File: src/rtl/fp_multiplier.sv
// Sequential IEEE-754 single-precision multiplier.
// Uses a shift-add significand product (one bit per cycle) and
// round-to-nearest-even. Denormals are flushed to zero on input and
// are never produced on output.
//
// state  | meaning
// -------+----------------------------------------------------------
// IDLE   | waiting for start; operands are captured when it is seen
// UNPACK | decode operands; special operands finish here directly
// MUL    | 24 shift-add steps that build the 48-bit significand product
// NORM   | bring a product in [2,4) back to [1,2) and bump the exponent
// ROUND  | round to nearest even, check range, write result and flags
// DONE   | one-cycle done pulse, then back to IDLE
module fp_multiplier (
    input  logic        clk,
    input  logic        rst,
    input  logic        start,
    input  logic [31:0] a,
    input  logic [31:0] b,
    output logic        busy,
    output logic        done,
    output logic [31:0] result,
    output logic        underflow,
    output logic        overflow,
    output logic        invalid_op
);

    typedef enum logic [2:0] {
        IDLE   = 3'd0,
        UNPACK = 3'd1,
        MUL    = 3'd2,
        NORM   = 3'd3,
        ROUND  = 3'd4,
        DONE   = 3'd5
    } state_t;

    localparam logic [31:0] QNAN = 32'h7FC0_0000;

    state_t state;
    state_t state_next;

    logic [31:0]        op_a;
    logic [31:0]        op_b;
    logic               sign_r;
    logic signed [9:0]  exp_r;
    logic [47:0]        mcand;
    logic [23:0]        mplier;
    logic [47:0]        prod;
    logic [4:0]         bit_cnt;

    // Operand decode
    logic [7:0]  exp_a;
    logic [7:0]  exp_b;
    logic [22:0] frac_a;
    logic [22:0] frac_b;
    logic        a_zero, a_inf, a_nan;
    logic        b_zero, b_inf, b_nan;
    logic        is_special;
    logic        prod_sign;
    logic signed [9:0] exp_sum;
    logic [31:0] spec_result;
    logic        spec_invalid;

    assign exp_a  = op_a[30:23];
    assign exp_b  = op_b[30:23];
    assign frac_a = op_a[22:0];
    assign frac_b = op_b[22:0];

    // exponent 0 covers both true zero and denormals (flushed to zero)
    assign a_zero = (exp_a == 8'd0);
    assign b_zero = (exp_b == 8'd0);
    assign a_inf  = (exp_a == 8'hFF) && (frac_a == 23'd0);
    assign b_inf  = (exp_b == 8'hFF) && (frac_b == 23'd0);
    assign a_nan  = (exp_a == 8'hFF) && (frac_a != 23'd0);
    assign b_nan  = (exp_b == 8'hFF) && (frac_b != 23'd0);

    assign is_special = a_zero | a_inf | a_nan | b_zero | b_inf | b_nan;
    assign prod_sign  = op_a[31] ^ op_b[31];
    assign exp_sum    = signed'({2'b00, exp_a}) + signed'({2'b00, exp_b}) - 10'sd127;

    // Result selection for zero / infinity / NaN operands
    always_comb begin
        spec_result  = {prod_sign, 31'd0};
        spec_invalid = 1'b0;
        if (a_nan || b_nan || (a_zero && b_inf) || (a_inf && b_zero)) begin
            spec_result  = QNAN;
            spec_invalid = 1'b1;
        end else if (a_inf || b_inf) begin
            spec_result = {prod_sign, 8'hFF, 23'd0};
        end
    end

    // Rounding of the normalised product (leading one at bit 46)
    logic        rnd_lsb, rnd_guard, rnd_round, rnd_sticky, round_up;
    logic [24:0] sig_rounded;
    logic [22:0] frac_final;
    logic signed [9:0] exp_final;
    logic [31:0] norm_result;
    logic        norm_overflow;
    logic        norm_underflow;

    assign rnd_lsb     = prod[23];
    assign rnd_guard   = prod[22];
    assign rnd_round   = prod[21];
    assign rnd_sticky  = |prod[20:0];
    assign round_up    = rnd_guard & (rnd_round | rnd_sticky | rnd_lsb);
    assign sig_rounded = {1'b0, prod[46:23]} + {24'd0, round_up};

    // Range check after rounding, including the renormalising carry-out
    always_comb begin
        frac_final     = sig_rounded[22:0];
        exp_final      = exp_r;
        if (sig_rounded[24]) begin
            frac_final = sig_rounded[23:1];
            exp_final  = exp_r + 10'sd1;
        end
        norm_overflow  = 1'b0;
        norm_underflow = 1'b0;
        norm_result    = {sign_r, exp_final[7:0], frac_final};
        if (exp_final >= 10'sd255) begin
            norm_overflow = 1'b1;
            norm_result   = {sign_r, 8'hFF, 23'd0};
        end else if (exp_final <= 10'sd0) begin
            norm_underflow = 1'b1;
            norm_result    = {sign_r, 31'd0};
        end
    end

    // State register
    always_ff @(posedge clk) begin
        if (rst) begin
            state <= IDLE;
        end else begin
            state <= state_next;
        end
    end

    // Next-state logic
    always_comb begin
        state_next = state;
        case (state)
            IDLE:    if (start) state_next = UNPACK;
            UNPACK:  state_next = is_special ? DONE : MUL;
            MUL:     if (bit_cnt == 5'd0) state_next = NORM;
            NORM:    state_next = ROUND;
            ROUND:   state_next = DONE;
            DONE:    state_next = IDLE;
            default: state_next = IDLE;
        endcase
    end

    assign busy = (state != IDLE);
    assign done = (state == DONE);

    // Datapath and result registers
    always_ff @(posedge clk) begin
        if (rst) begin
            op_a       <= 32'd0;
            op_b       <= 32'd0;
            sign_r     <= 1'b0;
            exp_r      <= 10'sd0;
            mcand      <= 48'd0;
            mplier     <= 24'd0;
            prod       <= 48'd0;
            bit_cnt    <= 5'd0;
            result     <= 32'd0;
            underflow  <= 1'b0;
            overflow   <= 1'b0;
            invalid_op <= 1'b0;
        end else begin
            case (state)
                IDLE: begin
                    if (start) begin
                        op_a <= a;
                        op_b <= b;
                    end
                end
                UNPACK: begin
                    sign_r  <= prod_sign;
                    exp_r   <= exp_sum;
                    mcand   <= {24'd0, 1'b1, frac_a};
                    mplier  <= {1'b1, frac_b};
                    prod    <= 48'd0;
                    bit_cnt <= 5'd23;
                    if (is_special) begin
                        result     <= spec_result;
                        invalid_op <= spec_invalid;
                        overflow   <= 1'b0;
                        underflow  <= 1'b0;
                    end
                end
                MUL: begin
                    if (mplier[0]) begin
                        prod <= prod + mcand;
                    end
                    mcand   <= mcand << 1;
                    mplier  <= mplier >> 1;
                    bit_cnt <= bit_cnt - 5'd1;
                end
                NORM: begin
                    // the dropped bit is folded into bit 0 so sticky survives
                    if (prod[47]) begin
                        prod  <= {1'b0, prod[47:2], prod[1] | prod[0]};
                        exp_r <= exp_r + 10'sd1;
                    end
                end
                ROUND: begin
                    result     <= norm_result;
                    overflow   <= norm_overflow;
                    underflow  <= norm_underflow;
                    invalid_op <= 1'b0;
                end
                default: begin
                end
            endcase
        end
    end

endmodule

File: config.mk
export PLATFORM = sky130hd
export DESIGN_NAME = fp_multiplier
export DESIGN_NICKNAME = d
export VERILOG_FILES = /design/src/rtl/fp_multiplier.sv
export SDC_FILE = /design/constraint.sdc
export NUM_CORES = 1
export LEC_CHECK = 0
export CORE_ASPECT_RATIO = 0.9
export CORE_MARGIN = 2
export CORE_UTILIZATION = 36
export CTS_BUF_LIST = sky130_fd_sc_hd__clkbuf_4 sky130_fd_sc_hd__clkbuf_8
export DETAILED_ROUTE_END_ITERATION = 10
export PLACE_DENSITY = 0.54
export SYNTH_ARGS = -nofsm -noshare
export SYNTH_HDL_FRONTEND = slang
export SYNTH_SLANG_ARGS = --single-unit
File: constraint.sdc
create_clock -name clk -period 3.3 [get_ports clk]
set_input_delay 0.99 -clock clk [delete_from_list [all_inputs] [get_ports clk]]
set_output_delay 0.99 -clock clk [all_outputs]
set_load 0.1 [all_outputs]
==> Word-level counts from Yosys, hierarchy flattened <==
Cells that the tools add are included.
{ "totals": {"regBits": 238, "in_bits": 67, "output_inout_bits": 37, "elab_cells": 103} }
{ "op_classes": {"addsub": 6, "order_cmp": 2, "eq_ne": 12, "muxes": 29, "bitwise": 10, "n_reduce_logical": 30} }
{ "op_table": {"columns": ["operator", "n"], "rows": [
  ["$pmux 48 s3", 1],
  ["$pmux 48 s2", 1],
  ["$mux 31", 3],
  ["$mux 32", 2],
  ["$pmux 32 s2", 1],
  ["$add 48x48->48", 1],
  ["$mux 48", 1],
  ["$pmux 24 s2", 1],
  ["$mux 47", 1],
  ["$logic_not 23->1", 2],
  ["$reduce_bool 23->1", 2],
  ["$add 24x1->25", 1],
  ["$mux 23", 1],
  ["$reduce_or 21->1", 1],
  ["$mux 10", 2],
  ["$pmux 10 s2", 1],
  ["$eq 8x8->1 const B", 2],
  ["$logic_not 8->1", 2],
  ["$pmux 3 s5", 1],
  ["$add 10x2->10 const B", 1],
  ["$ge 10x9->1 const B", 1],
  ["$le 10x1->1 const B", 1],
  ["$ne 2x2->1 const B", 5],
  ["$pmux 5 s2", 1],
  ["20 further kinds", 53]
]} }

==> Longest topological paths before layout <==
{ "depth": {"word_depth": 10, "depth_mapped": 14, "depth_no_buf": 14} }

==> Worst setup path before layout <==
OpenSTA, ideal clock, no wires.
{ "synth_path": {"kind": "reg2out", "from": "register state[1]", "to": "output port done", "arrival_time_ns": 2.847, "path_slack_ns": -0.537, "path_stages_with_launch": 4, "path_buffers": 2, "cell_sequence": "dfxtp_1 > clkbuf_1 > clkbuf_1 > nor3b_1"} }
{ "synth_via": {"elab_chain_len": 1} }
{ "synth_rtl": {"columns": ["element", "line_no", "source"], "rows": [
  ["from (decl)", "39", "state_t state;"],
  ["from (signal assigned)", "134", "state <= state_next;"],
  ["$eq 3x3->1", "153", "assign done = (state == DONE);"],
  ["to (decl)", "21", "output logic done,"]
]} }
No other way between the ends.

==> Final worst setup path <==
{ "layout_path": {"from": "register mcand[0]", "to": "register prod[44]"} }
{ "layout_via": {"elab_chain_len": 3} }
{ "layout_rtl": {"columns": ["element", "line_no", "source"], "rows": [
  ["from (decl)", "46", "logic [47:0] mcand;"],
  ["from (signal assigned)", "181", "mcand <= {24'd0, 1'b1, frac_a};"],
  ["from (signal assigned)", "196", "mcand <= mcand << 1;"],
  ["$add 48x48->48", "194", "prod <= prod + mcand;"],
  ["$mux 48", "193", "if (mplier[0]) begin"],
  ["$pmux 48 s3", "171", "case (state)"],
  ["to (signal assigned)", "194", null],
  ["to (signal assigned)", "203", "prod <= {1'b0, prod[47:2], prod[1] | prod[0]};"],
  ["to (decl)", "48", "logic [47:0] prod;"]
]} }
No other way between the ends. The select of a mux whose other input is x is not followed.
A chain may end at the register's enable or synchronous reset.

==> summary.md <==
| Metric | Value |
|---|---|
| Run status | complete, no violations |
| First-pass GRT wire length | 63550 um |
| Post-synthesis instance total | 1670 |
| Initial core utilization | 36.50% |
| Startpoint type of the worst setup path | flop |
| Overall die area | 38130 sq um |
| Die Height | 185.5 um |
| Placeable core area | 36090 sq um |
| All-layer global routing usage | 20.51% |
| Floorplan die width | 205.6 um |
| Unrepaired setup endpoints after global routing | false |
| Total length of routed wires | 39110 um |
| Critical Setup Path Class | reg2reg |
| Post-route worst setup slack | 261.0 ps |
| Number of inserted diodes | 0 |
| Wire per inst | 17.37 um |
| Maximum clock path buffer count | 3 |
| Number of rows in the core area | 66 |
| Filler instances | 3647 |
| Async SR Flop Fraction | 0% |
| Per-cell via count in the routed design | 5.540 |
| Placement Setup Slack | 153.8 ps |
| Number of antenna violations at the first check in global routing | 0 |
| Total Negative Setup Slacks | 0 ps |
| Largest family of logic cells by synthesized area | compound AO/OA/AOI/OAI gates |
| Static Leak | 0.006156 uW |
| Pin count of the biggest net entering global routing | 70 |
| Synth-to-Final Area Change | 18.20% |
| Buffer cell driving the clock tree root | clkbuf_8 |
| Port-buffer cells | 103 |
| Count of clock tree sinks | 238 |
| Multiplexer area fraction after synthesis | 1.615% |
| Share of the clock period used by the worst path after layout | 92.09% |
| Number of pins with negative max-slew slack in the final report | 0 |
| Clock insertion delay at the later pin of the skew report | 580 ps |
| Areal power density over the cells | 727.8 nW/um^2 |
| Total grt overflow | 0 |
| Critical path arrival | 3530 ps |
| Sequential cell area fraction in the yosys report | 36.18% |
| Most used flip-flop cell after synthesis | dfxtp_1 |
| Worst Path Max Fanout | 3 |
| Combined area of all synthesized cells | 13170 sq um |
| Global placement routability congestion | 0.9308 |
| Crit path required time | 3790 ps |
| Worst-margin pin slew | 1145 ps |
| Number of synthesis warnings | 0 |
| Xor and xnor area share after synthesis | 5.643% |
| EDFF count, synth | 0 |
| Number of nets in the synthesized netlist | 1805 |
| Fraction of the mapped netlist area in simple logic gates | 19.66% |
| Synth Area in Compound Gates | 26.18% |
| Area of all sequential standard cells | 4765 sq um |
| Synthesized area per cell | 7.886 sq um |
| Post-route core utilization | 43.14% |
| First drt pass iteration count | 5 |
| Final setup fails | 0 |
| Number of CTS-inserted buffers | 44 |
| DRC errors left | 0 |
| Post-synth cell types | 77 |
| Hold violation total from the final report | 0 |
| Post-synthesis register bit count | 238 |
| Boundary pin count | 104 |
| Clock-pin slew on the worst setup and hold paths | 60 ps |
| Worst vdd ir | 0.0003581 V |
| Clock tree from TritonCTS | yes |
| # hold bufs at CTS | 0 |
| Number of maximum-capacitance violations | 0 |
| Design Power | 11330 uW |
| Via count | 12480 |
| First-iteration detailed-routing DRC count | 772 |
| Number of levels the H-tree was split into | 2 |
| Final ANT Viol Nets | 0 |
| Path category of the worst min-delay check | reg2reg |
| Critical path endpoint category | flop |
| Arithmetic-cell share of the synthesized area counting full adders, half adders and majority gates | 6.574% |
| Detailed placement HPWL | 27210 um |
| Nets@finish | 1878 |
| Worst slew margin relative to its limit | 23.32% |
| Maximum clock frequency | 329.1 MHz |
| Total area of multi-input combinational cells | 7918 sq um |
| Tmin final | 3039 ps |
| Vias in the first global route | 11930 |
| Skew final | 15.91 ps |
| Proportion of layout cells with a drive suffix above 1 | 10.70% |
[path summary, 6_finish.rpt]
kind	startpoint	slack [ps]	cells past startpoint	end
setup / recovery	mcand[0]	260	11	prod[44]
hold / removal	result[11]	450	2	result[11]
setup reg to reg	mcand[0]	260	11	prod[44]
hold reg to reg	result[11]	450	2	result[11]
[what timing repair did]
item                                    in CTS  in global routing
endpoints found under the setup margin       0                  6
gates resized for setup                      0                  5
setup buffers                                0                  2
[where the power goes]
part / internal, uW / total (uW) / switching [uW]
clock: 1660 / 2980 / 1320
sequential: 3390 / 3950 / 557
combinational: 1470 / 4400 / 2930
total: 6530 / 11300 / 4800
[stage by stage]
step / instance area [sq um] / instances / hold WS, ps
2_1_floorplan: 13180 / 1670 / 436.0
3_3_place_gp: 14590 / 2171 / 442.1
3_5_place_dp: 14590 / 2171 / 446.2
4_1_cts: 15520 / 2250 / 454.7
5_1_grt: 15570 / 2252 / 467.8
6_report: 15570 / 2252 / 451.4
[worst max-delay path, stage by stage, from the launching register on]
cell       delay (ps)
dfxtp_1           330
ha_1              250
fa_2              380
a211oi_2          250
o211ai_1          200
a41o_1            340
a2111oi_4         380
o21bai_2          160
a21oi_2           200
nor2_1             90
o21a_1            170
o32ai_1           200
[logic make-up (layout without fill, tap and decap cells)]
family / count (synthesis) / in the layout
AO/OA/AOI/OAI: 546 / 546
adder cells (fa/ha/maj): 68 / 68
XOR/XNOR: 84 / 84
buffers and inverters: 138 / 244
AND/OR/NAND/NOR: 575 / 575
multiplexers: 21 / 21
flip-flops: 238 / 238
[per-layer routing]
metal | track usage (%) | share of wire, % | up-vias
met1 | 29.17 | 49 | 5928
met5 | 0 | 0 | -
met3 | 3.011 | 5.2 | 59
met4 | 5.813 | 2.0 | 0
li1 | - | - | 6192
met2 | 32.18 | 44 | 296
[Yosys cell counts (8+ instances only)]
library cell	n	area, sq um
a211oi_1	34	255.2
a21o_1	30	225.2
a21oi_1	196	980.9
a22o_1	10	87.58
a22oi_1	72	540.5
a31oi_1	10	62.56
and2_1	9	56.30
and3_1	17	106.4
buf_1	15	56.30
buf_2	10	50.05
clkbuf_1	87	326.6
dfxtp_1	238	4765
ha_1	66	825.8
inv_1	22	82.58
mux2i_1	19	190.2
nand2_1	285	1070
nand2b_1	8	50.05
nand3_1	24	120.1
nand4_1	29	181.4
nor2_1	123	461.7
nor3_1	20	100.1
nor4_1	25	156.4
o21ai_0	87	435.4
o21ai_1	14	70.07
o21bai_1	8	60.06
o22ai_1	20	125.1
xnor2_1	39	341.6
xor2_1	44	385.4
[area by class of cell]
class | count | area share [%]
well taps | 476 | 3.826
repair buffers | 143 | 8.206
multi-input cells | 1294 | 50.86
clock buffers | 69 | 5.498
clock inverters | 10 | 0.4742
flip-flops and latches | 238 | 30.61
inverters | 22 | 0.5305
[flip-flops by register name (all words and copies together), names as in the netlist]
register,count
bit_cnt,5
underflow,1
sign_r,1
state,3
invalid_op,1
mcand,48
exp_r,10
overflow,1
result,32
prod,48
op_b,32
mplier,24
op_a,32
[placed cells by master, fill, tap and decap left out, types with 20 or more instances in the layout]
cell,instances
nand2_1,284
inv_1,22
xor2_1,44
clkbuf_8,54
a22oi_1,72
a21oi_1,196
dfxtp_1,238
xnor2_1,39
a21o_1,30
buf_4,74
a211oi_1,33
clkdlybuf4s50_1,65
o22ai_1,20
nand4_1,29
nor2_1,121
nor4_1,25
ha_1,66
nand3_1,24
o21ai_0,87
nor3_1,20
(Power assumes the default switching activity.)
